### config.mk
export PLATFORM = sky130hd
export DESIGN_NAME = bw_dot_accum_flat
export DESIGN_NICKNAME = d
export VERILOG_FILES = /design/src/rtl/bw_dot_accum_if.sv /design/src/rtl/bw_dot_accum.sv /design/src/flat_wrapper.sv
export SDC_FILE = /design/constraint.sdc
export NUM_CORES = 1
export LEC_CHECK = 0
export CORE_UTILIZATION = 48
export CTS_CLUSTER_SIZE = 30
export DETAILED_ROUTE_END_ITERATION = 16
export GPL_TIMING_DRIVEN = 0
export MAX_ROUTING_LAYER = met4
export PLACE_DENSITY_LB_ADDON = 0.1
export SLEW_MARGIN = 20
export SYNTH_ARGS = -nofsm -noshare
export SYNTH_HDL_FRONTEND = slang
export SYNTH_SLANG_ARGS = --single-unit
### constraint.sdc
create_clock -name clk -period 3.7 [get_ports clk]
set_input_delay 1.11 -clock clk [delete_from_list [all_inputs] [get_ports clk]]
set_output_delay 1.11 -clock clk [all_outputs]
set_load 0.03 [all_outputs]
### src/rtl/bw_dot_accum_if.sv
// Handshake bundle between the multiplier/job controller and bw_dot_accum.
// slave is the accumulator side; master drives jobs and products and consumes results.
interface bw_dot_accum_if #(
  parameter int PROD_W = 14,
  parameter int ACC_W  = 20,
  parameter int LEN_W  = 8
);
  logic              start;
  logic [LEN_W-1:0]  len;
  logic [PROD_W-1:0] prod_in;
  logic              prod_valid;
  logic              busy;
  logic [ACC_W-1:0]  acc_out;
  logic              out_valid;
  logic              out_ready;
  logic              sat;

  modport slave (
    input  start, len, prod_in, prod_valid, out_ready,
    output busy, acc_out, out_valid, sat
  );

  modport master (
    output start, len, prod_in, prod_valid, out_ready,
    input  busy, acc_out, out_valid, sat
  );
endinterface

### src/rtl/bw_dot_accum.sv
// Saturating signed dot-product accumulator fed by the 8x6 Baugh-Wooley multiplier.
// Jobs are framed by start/len; the result leaves through a valid/ready handshake.
module bw_dot_accum #(
  parameter int PROD_W = 14,
  parameter int ACC_W  = 20,
  parameter int LEN_W  = 8
) (
  input  logic          clk,
  input  logic          rst,
  bw_dot_accum_if.slave bus
);
  // state | meaning
  // IDLE  | waiting for start; acc_out keeps the previous result
  // ACC   | summing products until count reaches zero
  // DONE  | result presented with out_valid until out_ready
  typedef enum logic [1:0] {IDLE, ACC, DONE} state_t;

  localparam int EXT_W = ACC_W + 1 - PROD_W;
  localparam logic [ACC_W-1:0] ACC_MAX = {1'b0, {(ACC_W-1){1'b1}}};
  localparam logic [ACC_W-1:0] ACC_MIN = {1'b1, {(ACC_W-1){1'b0}}};

  state_t            state_q, state_d;
  logic [ACC_W-1:0]  acc_q, acc_d;
  logic [LEN_W-1:0]  count_q, count_d;
  logic              sat_q, sat_d;
  logic              busy_q, busy_d;
  logic              out_valid_q, out_valid_d;

  logic [ACC_W:0]    sum;
  logic [ACC_W-1:0]  sum_clamped;
  logic              sum_ovf;

  // One guard bit above the accumulator exposes overflow as a sign-bit disagreement.
  always_comb begin
    sum = {acc_q[ACC_W-1], acc_q}
        + {{EXT_W{bus.prod_in[PROD_W-1]}}, bus.prod_in};
    sum_ovf = sum[ACC_W] ^ sum[ACC_W-1];
    if (!sum_ovf)
      sum_clamped = sum[ACC_W-1:0];
    else if (sum[ACC_W])
      sum_clamped = ACC_MIN;
    else
      sum_clamped = ACC_MAX;
  end

  always_comb begin
    state_d     = state_q;
    acc_d       = acc_q;
    count_d     = count_q;
    sat_d       = sat_q;
    busy_d      = busy_q;
    out_valid_d = out_valid_q;

    case (state_q)
      IDLE: begin
        if (bus.start) begin
          acc_d = '0;
          sat_d = 1'b0;
          if (bus.len != '0) begin
            count_d = bus.len;
            state_d = ACC;
            busy_d  = 1'b1;
          end else begin
            count_d     = '0;
            state_d     = DONE;
            out_valid_d = 1'b1;
          end
        end
      end

      ACC: begin
        if (bus.prod_valid) begin
          acc_d   = sum_clamped;
          sat_d   = sat_q | sum_ovf;
          count_d = count_q - LEN_W'(1);
          if (count_q == LEN_W'(1)) begin
            state_d     = DONE;
            busy_d      = 1'b0;
            out_valid_d = 1'b1;
          end
        end
      end

      DONE: begin
        if (bus.out_ready) begin
          // A start in the handshake cycle is taken immediately, with no idle bubble.
          if (bus.start) begin
            acc_d = '0;
            sat_d = 1'b0;
            if (bus.len != '0) begin
              count_d     = bus.len;
              state_d     = ACC;
              busy_d      = 1'b1;
              out_valid_d = 1'b0;
            end else begin
              count_d     = '0;
              state_d     = DONE;
              out_valid_d = 1'b1;
            end
          end else begin
            state_d     = IDLE;
            out_valid_d = 1'b0;
          end
        end
      end

      default: begin
        state_d     = IDLE;
        busy_d      = 1'b0;
        out_valid_d = 1'b0;
      end
    endcase
  end

  always_ff @(posedge clk) begin
    if (rst) begin
      state_q     <= IDLE;
      acc_q       <= '0;
      count_q     <= '0;
      sat_q       <= 1'b0;
      busy_q      <= 1'b0;
      out_valid_q <= 1'b0;
    end else begin
      state_q     <= state_d;
      acc_q       <= acc_d;
      count_q     <= count_d;
      sat_q       <= sat_d;
      busy_q      <= busy_d;
      out_valid_q <= out_valid_d;
    end
  end

  assign bus.busy      = busy_q;
  assign bus.acc_out   = acc_q;
  assign bus.out_valid = out_valid_q;
  assign bus.sat       = sat_q;
endmodule
### src/flat_wrapper.sv
// flat-port wrapper written by rule: the top's interface ports become plain ports
module bw_dot_accum_flat 
#(
  parameter int PROD_W = 14,
  parameter int ACC_W  = 20,
  parameter int LEN_W  = 8
)
  (clk, rst, bus_start, bus_len, bus_prod_in, bus_prod_valid, bus_out_ready, bus_busy, bus_acc_out, bus_out_valid, bus_sat);
  bw_dot_accum_if #(.PROD_W(PROD_W), .ACC_W(ACC_W), .LEN_W(LEN_W)) bus_i ();
  input  logic clk;
  input  logic rst;
  input wire logic [$bits(bus_i.start)-1:0] bus_start;
  input wire logic [$bits(bus_i.len)-1:0] bus_len;
  input wire logic [$bits(bus_i.prod_in)-1:0] bus_prod_in;
  input wire logic [$bits(bus_i.prod_valid)-1:0] bus_prod_valid;
  input wire logic [$bits(bus_i.out_ready)-1:0] bus_out_ready;
  output wire logic [$bits(bus_i.busy)-1:0] bus_busy;
  output wire logic [$bits(bus_i.acc_out)-1:0] bus_acc_out;
  output wire logic [$bits(bus_i.out_valid)-1:0] bus_out_valid;
  output wire logic [$bits(bus_i.sat)-1:0] bus_sat;
  assign bus_i.start = bus_start;
  assign bus_i.len = bus_len;
  assign bus_i.prod_in = bus_prod_in;
  assign bus_i.prod_valid = bus_prod_valid;
  assign bus_i.out_ready = bus_out_ready;
  assign bus_busy = bus_i.busy;
  assign bus_acc_out = bus_i.acc_out;
  assign bus_out_valid = bus_i.out_valid;
  assign bus_sat = bus_i.sat;
  bw_dot_accum #(.PROD_W(PROD_W), .ACC_W(ACC_W), .LEN_W(LEN_W)) u_core (.clk(clk), .rst(rst), .bus(bus_i));
endmodule
==> results.toml, run 1 <==
[status]
status = "finished clean"

[logic_synthesis]
synthXorXnorAreaFrac_pct = 3.51
syn_area_um2 = 2740
syn_nets = 409
syn_avg_cell_area_um2 = 7.64
seq_area_frac_synth_pct = 24.1
synthFlopType = "dfxtp_1"
yosysTopAreaCell = "dfxtp_1"
ys_seq_elements = 33
synth_area_leaders = "dfxtp_1 24%, ha_1 10%, a21oi_1 9.3%, nand2_1 7.1%, a311oi_2 5.5%"
synth_top_area_share_pct = 24.1
synthCells = 359
ys_warn_count = 0
synth_top_family_by_area = "compound AO/OA/AOI/OAI gates"
synth_adder_area_share_pct = 10.8
synthSimpleGateAreaFrac_pct = 22.5
synth-compound-area-share_pct = 33.6
synth-async-reset-ratio_pct = 0
synthMuxAreaShare_pct = 0.411
synth-edff-count = 0
ys_types = 53

[route]
via_count = 2984
wirelength_um = 8140
wl_per_cell_um = 16.2
vias_per_cell = 5.93
ant_nets = 0
drt_first_pass_iters = 4
drcViolationCount = 0
first_iter_violations = 158

[worst_hold_path]
hold_depth = 2
hold_class = "flip-flop to flip-flop"
holdPathEnd = "u_core.bus.out_valid$_SDFFE_PP0P_"
hp-start = "u_core.bus.out_valid$_SDFFE_PP0P_"

[cts]
clk_latency_ps = 290
cts_tree = "yes"
ctsHoldBuffers = 0
cts_buffers = 5
cts-root-buf = "clkbuf_8"
htree_levels = 2
clk_path_buf_depth = 2
path_clk_slew_ps = 70
clock-sinks = 33

[sta]
hold_violations = 0
clock_skew_ps = 5.21
drv_slew = 0
fmax_mhz = 276
setup_viol = 0
slew_headroom_pct = 53.4
final.period_utilization_pct = 98.1
worstMarginPinSlew_ps = 700
period_minus_slack_ps = 3630

[cells_and_area]
num_antenna_cells = 0
layout.nets = 481
stdcell_count = 503
syn2layout_area_growth_pct = 40.6
seq_area_um2 = 661
fillers = 442
drive_gt1_share_pct = 18.8
multiInputGateArea_um2 = 2210
stdcell_area_um2 = 3850

[placement]
place.gp.congestion = 0.884
post_dp_cell_area_um2 = 3320
dpl.hpwl_um = 5480
post-place-cells = 480
port_buffers = 49

[die]
initial_core_util_pct = 49.8
fp.dieH_um = 77.6
fp.dieW_um = 77.6
row_count = 27
die-area_um2 = 6020
core_region_area_um2 = 5510
pin_count = 50

[grt]
antenna_found_initial = 0
first_global_vias = 2789
grt_overflow = 0
grt_start_max_net_pins = 11
track_usage_pct = 27.8
grt_pass1_wl_um = 13000

[setup_path]
critical_path_arrival_ps = 3830
r2r-end = "u_core.bus.acc_out[11]$_SDFFE_PP0P_"
critPathLaunchType = "primary input"
timing_worst_setup_path_type = "primary input to flip-flop"
end_kind = "flip-flop"
crit_path_frequent_cell = "buf_6"
cp_max_fo = 7
rrSetupSlack_ps = 710
r2r_cells = 10
crit_chain = "dlygate4sd2_1, ha_1, buf_6, and4_4, and3_4, nand4_4, and4_1, or4b_4, or3_1, buf_6, buf_12, a311oi_2"
cp_slowest_stage_delay_ps = 520
crit_slowest_cell = "or4b_4"
worstReg2RegStart = "u_core.bus.acc_out[16]$_SDFFE_PP0P_"
required_ps = 3900

[power_and_ir_drop]
peakVddDrop_mv = 0.190
p_total_uw = 1180
leakagePower_uw = 0.00141
power_density_nw_per_um2 = 305

[run]
timing.max_cap.violations = 0
-- per-stage QoR --
stage / worst slack (ps) / util [%] / setup TNS (ps) / hold slack, ps
2_1_floorplan: 112 / - / 0 / 494
3_3_place_gp: -807 / 60.3 / -13820 / 437
3_5_place_dp: -840 / 60.3 / -14250 / 442
4_1_cts: 5.39 / 68.1 / 0 / 452
5_1_grt: -8.08 / 70.0 / -8.49 / 489
6_report: 70.9 / 70.0 / 0 / 444
-- cells in the final DEF (no fill, tap or decap), types with 3 or more instances in the layout --
cell	n
dlygate4sd2_1	9
a21oi_1	45
or3_1	4
nand2_1	52
ha_4	13
buf_6	4
buf_2	3
dfxtp_1	33
a211oi_1	7
nor2b_1	7
nor3_1	6
a311oi_1	4
buf_4	15
xnor2_1	10
nor2_1	19
clkdlybuf4s50_1	38
a311oi_2	11
inv_1	9
o21ai_0	20
nand2b_1	5
ha_1	8
clkbuf_8	6
and3_1	4
nand4_1	3
clkbuf_1	14
a21o_1	9
o31ai_1	3
nand3_1	8
o22ai_1	3
o21a_1	3
a21oi_2	5
-- metal layers --
layer  global-route usage [%]  wire, µm
met4                     9.06       114
met5                        -         0
met3                     3.65       263
met1                     33.6      3670
met2                     47.7      4090
-- sequential cells by signal, indices dropped and copies added (netlist names) --
| register | flops |
|---|---|
| u_core.bus.busy | 1 |
| u_core.state_q | 2 |
| u_core.count_q | 8 |
| u_core.bus.out_valid | 1 |
| u_core.bus.acc_out | 20 |
| u_core.bus.sat | 1 |
-- critical path, delay by kind of cell --
family	cells	cell delay, ps
adders and majority gates	1	280
AOI/OAI and AO/OA	1	250
and+or+nand+nor	6	1550
buffers and inverters	4	650
-- power breakdown --
part | switching (µW) | internal, µW | total [µW]
clock | 134 | 148 | 282
combinational | 266 | 214 | 480
sequential | 29.8 | 384 | 413
-- Yosys cell counts, types with 8 or more instances --
master,instances
ha_1,22
xnor2_1,10
a311oi_2,10
clkbuf_1,16
a21o_1,9
a21oi_1,51
nand3_1,8
o21ai_0,22
nor2_1,19
nand2_1,52
dfxtp_1,33
inv_1,9
a211oi_1,8
-- what timing repair did --
item,CTS,global route
gates resized for setup,54,18
buffers inserted,11,4
setup endpoints to repair,20,20
gates cloned,1,1
pin swaps,18,9
-- cell type report --
class	count	share of cell area [%]
Multi-Input combinational cell	294	57.4
Timing Repair Buffer	66	16.4
Inverter	10	1.04
Tap cell	72	2.34
Sequential cell	33	17.1
Clock buffer	7	2.24
Buffer	21	3.41
-- how the worst max path moves through the flow --
| stage | start | to | slack [ps] | depth (start not counted) |
|---|---|---|---|---|
| 2_1_floorplan | bus_prod_in[8] | u_core.bus.acc_out[10]$_SDFFE_PP0P_ | 110 | 11 |
| 3_3_place_gp | bus_prod_in[13] | u_core.bus.acc_out[7]$_SDFFE_PP0P_ | -810 | 11 |
| 3_5_place_dp | bus_prod_in[13] | u_core.bus.acc_out[7]$_SDFFE_PP0P_ | -840 | 11 |
| 4_1_cts | bus_prod_in[9] | u_core.bus.acc_out[11]$_SDFFE_PP0P_ | 5 | 12 |
| 5_1_grt | bus_prod_in[9] | u_core.bus.acc_out[11]$_SDFFE_PP0P_ | -8 | 12 |
| 6_report | bus_prod_in[9] | u_core.bus.acc_out[11]$_SDFFE_PP0P_ | 70 | 12 |
-- logic make-up (layout without fill, tap and decap cells) --
logic type / after synthesis / count (layout)
AO/OA/AOI/OAI: 134 / 134
XOR/XNOR: 11 / 11
adder cells (fa/ha/maj): 23 / 23
buffers and inverters: 32 / 104
flip-flops: 33 / 33
multiplexers: 1 / 1
AND/OR/NAND/NOR: 125 / 125
Note: power is estimated with default switching activity, not from simulation.
==> inputs of run 2 (changes only) <==
- CORE_MARGIN: not set -> 3
- CORE_UTILIZATION: 48 -> 53
- clock period: 3.7 -> 4 ns (I/O delays scaled with it)
==> run 2 against run 1 <==
Net effect: final area fell by 7.7%; largest power group unchanged; critical endpoint is now u_core.bus.acc_out[8]$_SDFFE_PP0P_; total power fell by 12%; highest routed layer unchanged; combinational power fell by 18%; critical path type unchanged; cell count fell by 3.2%.
==> results.toml, run 2 (synthesis results as in run 1) <==
[sta]
final.period_utilization_pct = 98.0
fmax_mhz = 255
setup_viol = 0
hold_ws_ps = 444
rsz0062_at_grt = "true"
period_minus_slack_ps = 3920
hold_violations = 0
drv_slew = 0
slew_headroom_pct = 56.7
clock_skew_ps = 1.57
worstMarginPinSlew_ps = 650

[cts]
clk_latency_ps = 280
cts_buffers = 5
cts-root-buf = "clkbuf_8"
htree_levels = 2
clk_path_buf_depth = 2
ctsHoldBuffers = 0
clock-sinks = 33
cts_tree = "yes"
path_clk_slew_ps = 70

[placement]
place.gp.congestion = 0.866
post-place-cells = 475
port_buffers = 49
dpl.hpwl_um = 5540

[grt]
grt_start_max_net_pins = 17
grt_overflow = 0
grt_pass1_wl_um = 12500
antenna_found_initial = 0
track_usage_pct = 25.7
first_global_vias = 2741

[die]
initial_core_util_pct = 56.6
core_region_area_um2 = 4850
fp.dieH_um = 77.9
fp.dieW_um = 77.9
row_count = 25
die-area_um2 = 6070
pin_count = 50

[route]
wirelength_um = 7450
ant_nets = 0
wl_per_cell_um = 15.3
vias_per_cell = 5.94
drt_first_pass_iters = 4
via_count = 2895
first_iter_violations = 117
drcViolationCount = 0

[setup_path]
end_kind = "flip-flop"
critical_path_arrival_ps = 4100
critPathLaunchType = "primary input"
timing_worst_setup_path_type = "primary input to flip-flop"
required_ps = 4180
cp_max_fo = 10

[cells_and_area]
num_antenna_cells = 0
fillers = 418
drive_gt1_share_pct = 12.1
multiInputGateArea_um2 = 2050
largest_register_ffs = 20
layout.nets = 470
seq_area_um2 = 661
most-common-layout-cells = "52 x nand2_1, 48 x a21oi_1, 47 x clkdlybuf4s50_1, 33 x dfxtp_1, 21 x o21ai_0"
syn2layout_area_growth_pct = 29.7
final_common_cell = "nand2_1"
stdcell_count = 487

[power_and_ir_drop]
leakagePower_uw = 0.00131
peakVddDrop_mv = 0.133
power_density_nw_per_um2 = 290

[run]
timing.max_cap.violations = 0

[worst_hold_path]
hold_class = "flip-flop to flip-flop"

[status]
status = "finished clean"
run 2: cell count changes in the layout (fill, tap and decap cells not counted), sizes merged:
cell / change
dlygate4sd2: -8
clkdlybuf4s15: -1
clkbuf: +3
clkdlybuf4s50: +9
buf: -14
run 2: per-stage QoR:
step | power, µW | worst slack [ps] | util [%] | setup TNS (ps) | cell area [µm²]
2_1_floorplan | 644 | 322 | - | 0 | 2740
3_3_place_gp | 751 | -541 | 68.4 | -8600 | 3320
3_5_place_dp | 758 | -606 | 68.4 | -8990 | 3320
4_1_cts | 1020 | 19.7 | 72.6 | 0 | 3520
5_1_grt | 1090 | -8.50 | 73.4 | -8.50 | 3560
6_report | 1030 | 81.1 | 73.4 | 0 | 3560
run 2: worst paths after layout:
check | from | end | slack (ps) | cells after the start
hold reg to reg | u_core.bus.out_valid$_SDFFE_PP0P_ | u_core.bus.out_valid$_SDFFE_PP0P_ | 440 | 2
setup reg to reg | u_core.bus.acc_out[11]$_SDFFE_PP0P_ | u_core.bus.acc_out[8]$_SDFFE_PP0P_ | 1030 | 10
hold / removal | u_core.bus.out_valid$_SDFFE_PP0P_ | u_core.bus.out_valid$_SDFFE_PP0P_ | 440 | 2
setup / recovery | bus_prod_in[8] | u_core.bus.acc_out[8]$_SDFFE_PP0P_ | 80 | 12
run 2: what timing repair did:
action	4_1_cts	5_1_grt
endpoints found under the setup margin	20	20
gates resized for setup	16	11
cloned	0	0
buffers inserted	6	0
pin swaps	5	1
run 2: worst max-delay path: stages:
cell and delay (ps):
clkdlybuf4s50_1 410, ha_1 290, buf_6 120, and4_4 230, and3_1 170, nand4_2 110, and4_1 230, or4b_4 550
o21ai_1 120, buf_2 260, nand2_1 110, a311oi_2 300
run 2: cell type report:
class	instances	share of cell area, %
Multi-Input combinational cell	294	57.7
Sequential cell	33	18.6
Timing Repair Buffer	55	14.9
Buffer	21	3.06
Clock buffer	7	2.43
Tap cell	67	2.36
Inverter	10	1.06
run 2: where the power goes:
group | switching (µW) | total (µW) | internal (µW)
combinational | 226 | 395 | 169
clock | 120 | 256 | 137
sequential | 26.6 | 381 | 355
total | 372 | 1030 | 660
run 2: routing by layer:
metal | wire length, µm | vias up | global-route usage (%)
li1 | - | 1454 | -
met1 | 3340 | 1357 | 32.0
met2 | 3630 | 69 | 43.0
met3 | 324 | 15 | 3.71
met4 | 152 | 0 | 8.04
met5 | 0 | - | -
==> inputs of run 3 (changes only) <==
- ABC_AREA: not set -> 1
- CORE_MARGIN: 3 -> not set
- CORE_UTILIZATION: 53 -> 54
==> run 3 against run 2 <==
Net effect: sequential cell count did not move; setup slack improved by 310 ps; hold slack improved by 33 ps; via count rose by 13%.
==> results.toml, run 3 <==
[setup_path]
critical_path_arrival_ps = 3810
worstReg2RegStart = "u_core.bus.acc_out[0]$_SDFFE_PP0P_"
rrSetupSlack_ps = 1370
timing_worst_setup_path_type = "primary input to flip-flop"
r2r_cells = 14
r2r-end = "u_core.bus.acc_out[6]$_SDFFE_PP0P_"
end_kind = "flip-flop"
critPathLaunchType = "primary input"
required_ps = 4210
cp_max_fo = 10

[route]
vias_per_cell = 5.43
wl_per_cell_um = 13.5
drcViolationCount = 0
drt_first_pass_iters = 5
first_iter_violations = 231
via_count = 3270
ant_nets = 0
wirelength_um = 8100

[cells_and_area]
largest_register_ffs = 20
seq_area_um2 = 661
drive_gt1_share_pct = 8.27
multiInputGateArea_um2 = 2060
final_common_cell = "nand2_1"
syn2layout_area_growth_pct = 22.3
most-common-layout-cells = "160 x nand2_1, 49 x clkdlybuf4s50_1, 41 x inv_1, 41 x nor2_1, 37 x a21oi_1"
num_antenna_cells = 0
fillers = 482
layout.nets = 581
stdcell_area_um2 = 3620

[die]
fp.dieW_um = 76.0
row_count = 26
fp.dieH_um = 76.0
pin_count = 50
core_region_area_um2 = 5200
die-area_um2 = 5780
initial_core_util_pct = 56.8

[placement]
place.gp.congestion = 0.946
dpl.hpwl_um = 6400
preCtsSetupSlack_ps = 108
port_buffers = 49
post_dp_cell_area_um2 = 3540

[cts]
cts-root-buf = "clkbuf_8"
clk_latency_ps = 290
htree_levels = 2
path_clk_slew_ps = 70
postCtsResizedCells = 0
cts_tree = "yes"
clk_path_buf_depth = 2
ctsHoldBuffers = 0
cts_buffers = 5
clock-sinks = 33
postCtsSetupBuffers = 0

[sta]
rsz0062_at_grt = "false"
final.period_utilization_pct = 90.1
drv_slew = 0
hold_violations = 0
fin_ws_ps = 396
clock_skew_ps = 7.76
fmax_mhz = 277
setup_viol = 0
period_minus_slack_ps = 3600
worstMarginPinSlew_ps = 813
tns_ps = 0
slew_headroom_pct = 45.8

[power_and_ir_drop]
p_total_uw = 1700
peakVddDrop_mv = 0.385
leakagePower_uw = 0.00163
power_density_nw_per_um2 = 471

[grt]
grt_pass1_wl_um = 13400
first_global_vias = 2830
antenna_found_initial = 0
grt_start_max_net_pins = 11
track_usage_pct = 29.6
grt_overflow = 0

[logic_synthesis]
synth-edff-count = 0
synth_commonest_cells = "160 x nand2_1, 41 x inv_1, 41 x nor2_1"
synth-async-reset-ratio_pct = 0
syn_nets = 525
synth_area_leaders = "dfxtp_1 22%, nand2_1 20%, ha_1 9.3%, a21oi_1 6.3%, nand3_1 5.8%"
synthFlopType = "dfxtp_1"
ys_seq_elements = 33
ys_types = 35
synth_top_area_share_pct = 22.3
syn_avg_cell_area_um2 = 6.23
synth_most_common_cell = "nand2_1"
synthCells = 475
syn_area_um2 = 2960
yosysTopAreaCell = "dfxtp_1"
ys_warn_count = 0
seq_area_frac_synth_pct = 22.3

[status]
status = "finished clean"

[worst_hold_path]
hp-start = "u_core.bus.out_valid$_SDFFE_PP0P_"
hold_class = "flip-flop to flip-flop"
holdPathEnd = "u_core.bus.out_valid$_SDFFE_PP0P_"
hold_depth = 2

[run]
timing.max_cap.violations = 0
run 3: how the worst max path moves through the flow:
stage                              start                                 end  cells past startpoint
after CTS                 bus_prod_in[0]  u_core.bus.acc_out[6]$_SDFFE_PP0P_                     15
after global placement    bus_prod_in[0]  u_core.bus.acc_out[6]$_SDFFE_PP0P_                     15
final                     bus_prod_in[0]  u_core.bus.acc_out[6]$_SDFFE_PP0P_                     15
after detailed placement  bus_prod_in[0]  u_core.bus.acc_out[6]$_SDFFE_PP0P_                     15
after floorplan           bus_prod_in[0]  u_core.bus.acc_out[6]$_SDFFE_PP0P_                     14
after global routing      bus_prod_in[0]  u_core.bus.acc_out[4]$_SDFFE_PP0P_                     15
run 3: through the flow:
stage	util, %	hold slack [ps]	cells
3_5_place_dp	67.9	463	594
5_1_grt	69.5	513	602
3_3_place_gp	67.9	454	594
4_1_cts	69.5	480	602
2_1_floorplan	-	470	475
6_report	69.5	477	602
run 3: area by class of cell:
class,instances,share of cell area (%)
Inverter,43,4.46
Clock buffer,6,2.01
Tap cell,70,2.42
Timing Repair Buffer,49,13.6
Sequential cell,33,18.3
Clock inverter,2,0.277
Multi-Input combinational cell,385,57.1
Buffer,14,1.97
run 3: metal layers:
metal,vias up,global-route usage (%),wire length [µm]
met5,-,-,0
met4,0,6.92,74
met3,6,4.07,477
met2,106,44.0,3400
met1,1482,42.4,4150
li1,1676,-,-
run 3: logic make-up (layout without fill, tap and decap cells):
| group | count (synthesis) | after routing | share of synthesized area, % |
|---|---|---|---|
| compound gates | 80 | 80 | 16.7 |
| simple gates | 270 | 270 | 39.6 |
| fa+ha+maj | 23 | 23 | 9.98 |
| flops | 33 | 33 | 22.3 |
| xor+xnor | 12 | 12 | 3.55 |
| buf+inv | 57 | 114 | 7.87 |
run 3: worst max-delay path: stages:
cell,delay [ps]
clkdlybuf4s50_1,410
ha_1,220
fa_1,450
nand2_1,100
nand2_1,50
o21ai_1,160
inv_1,110
nand2_1,130
nand3_1,110
nand2_1,90
nand2_2,80
a21oi_4,310
buf_6,200
nand2_1,70
a21oi_2,110
run 3: power breakdown:
group          internal [µW]  total (µW)  leakage (µW)  switching, µW
combinational            368         982       0.00132            614
clock                    121         252     0.0000450            132
sequential               405         469      0.000270           63.5
total                    894        1700       0.00163            809
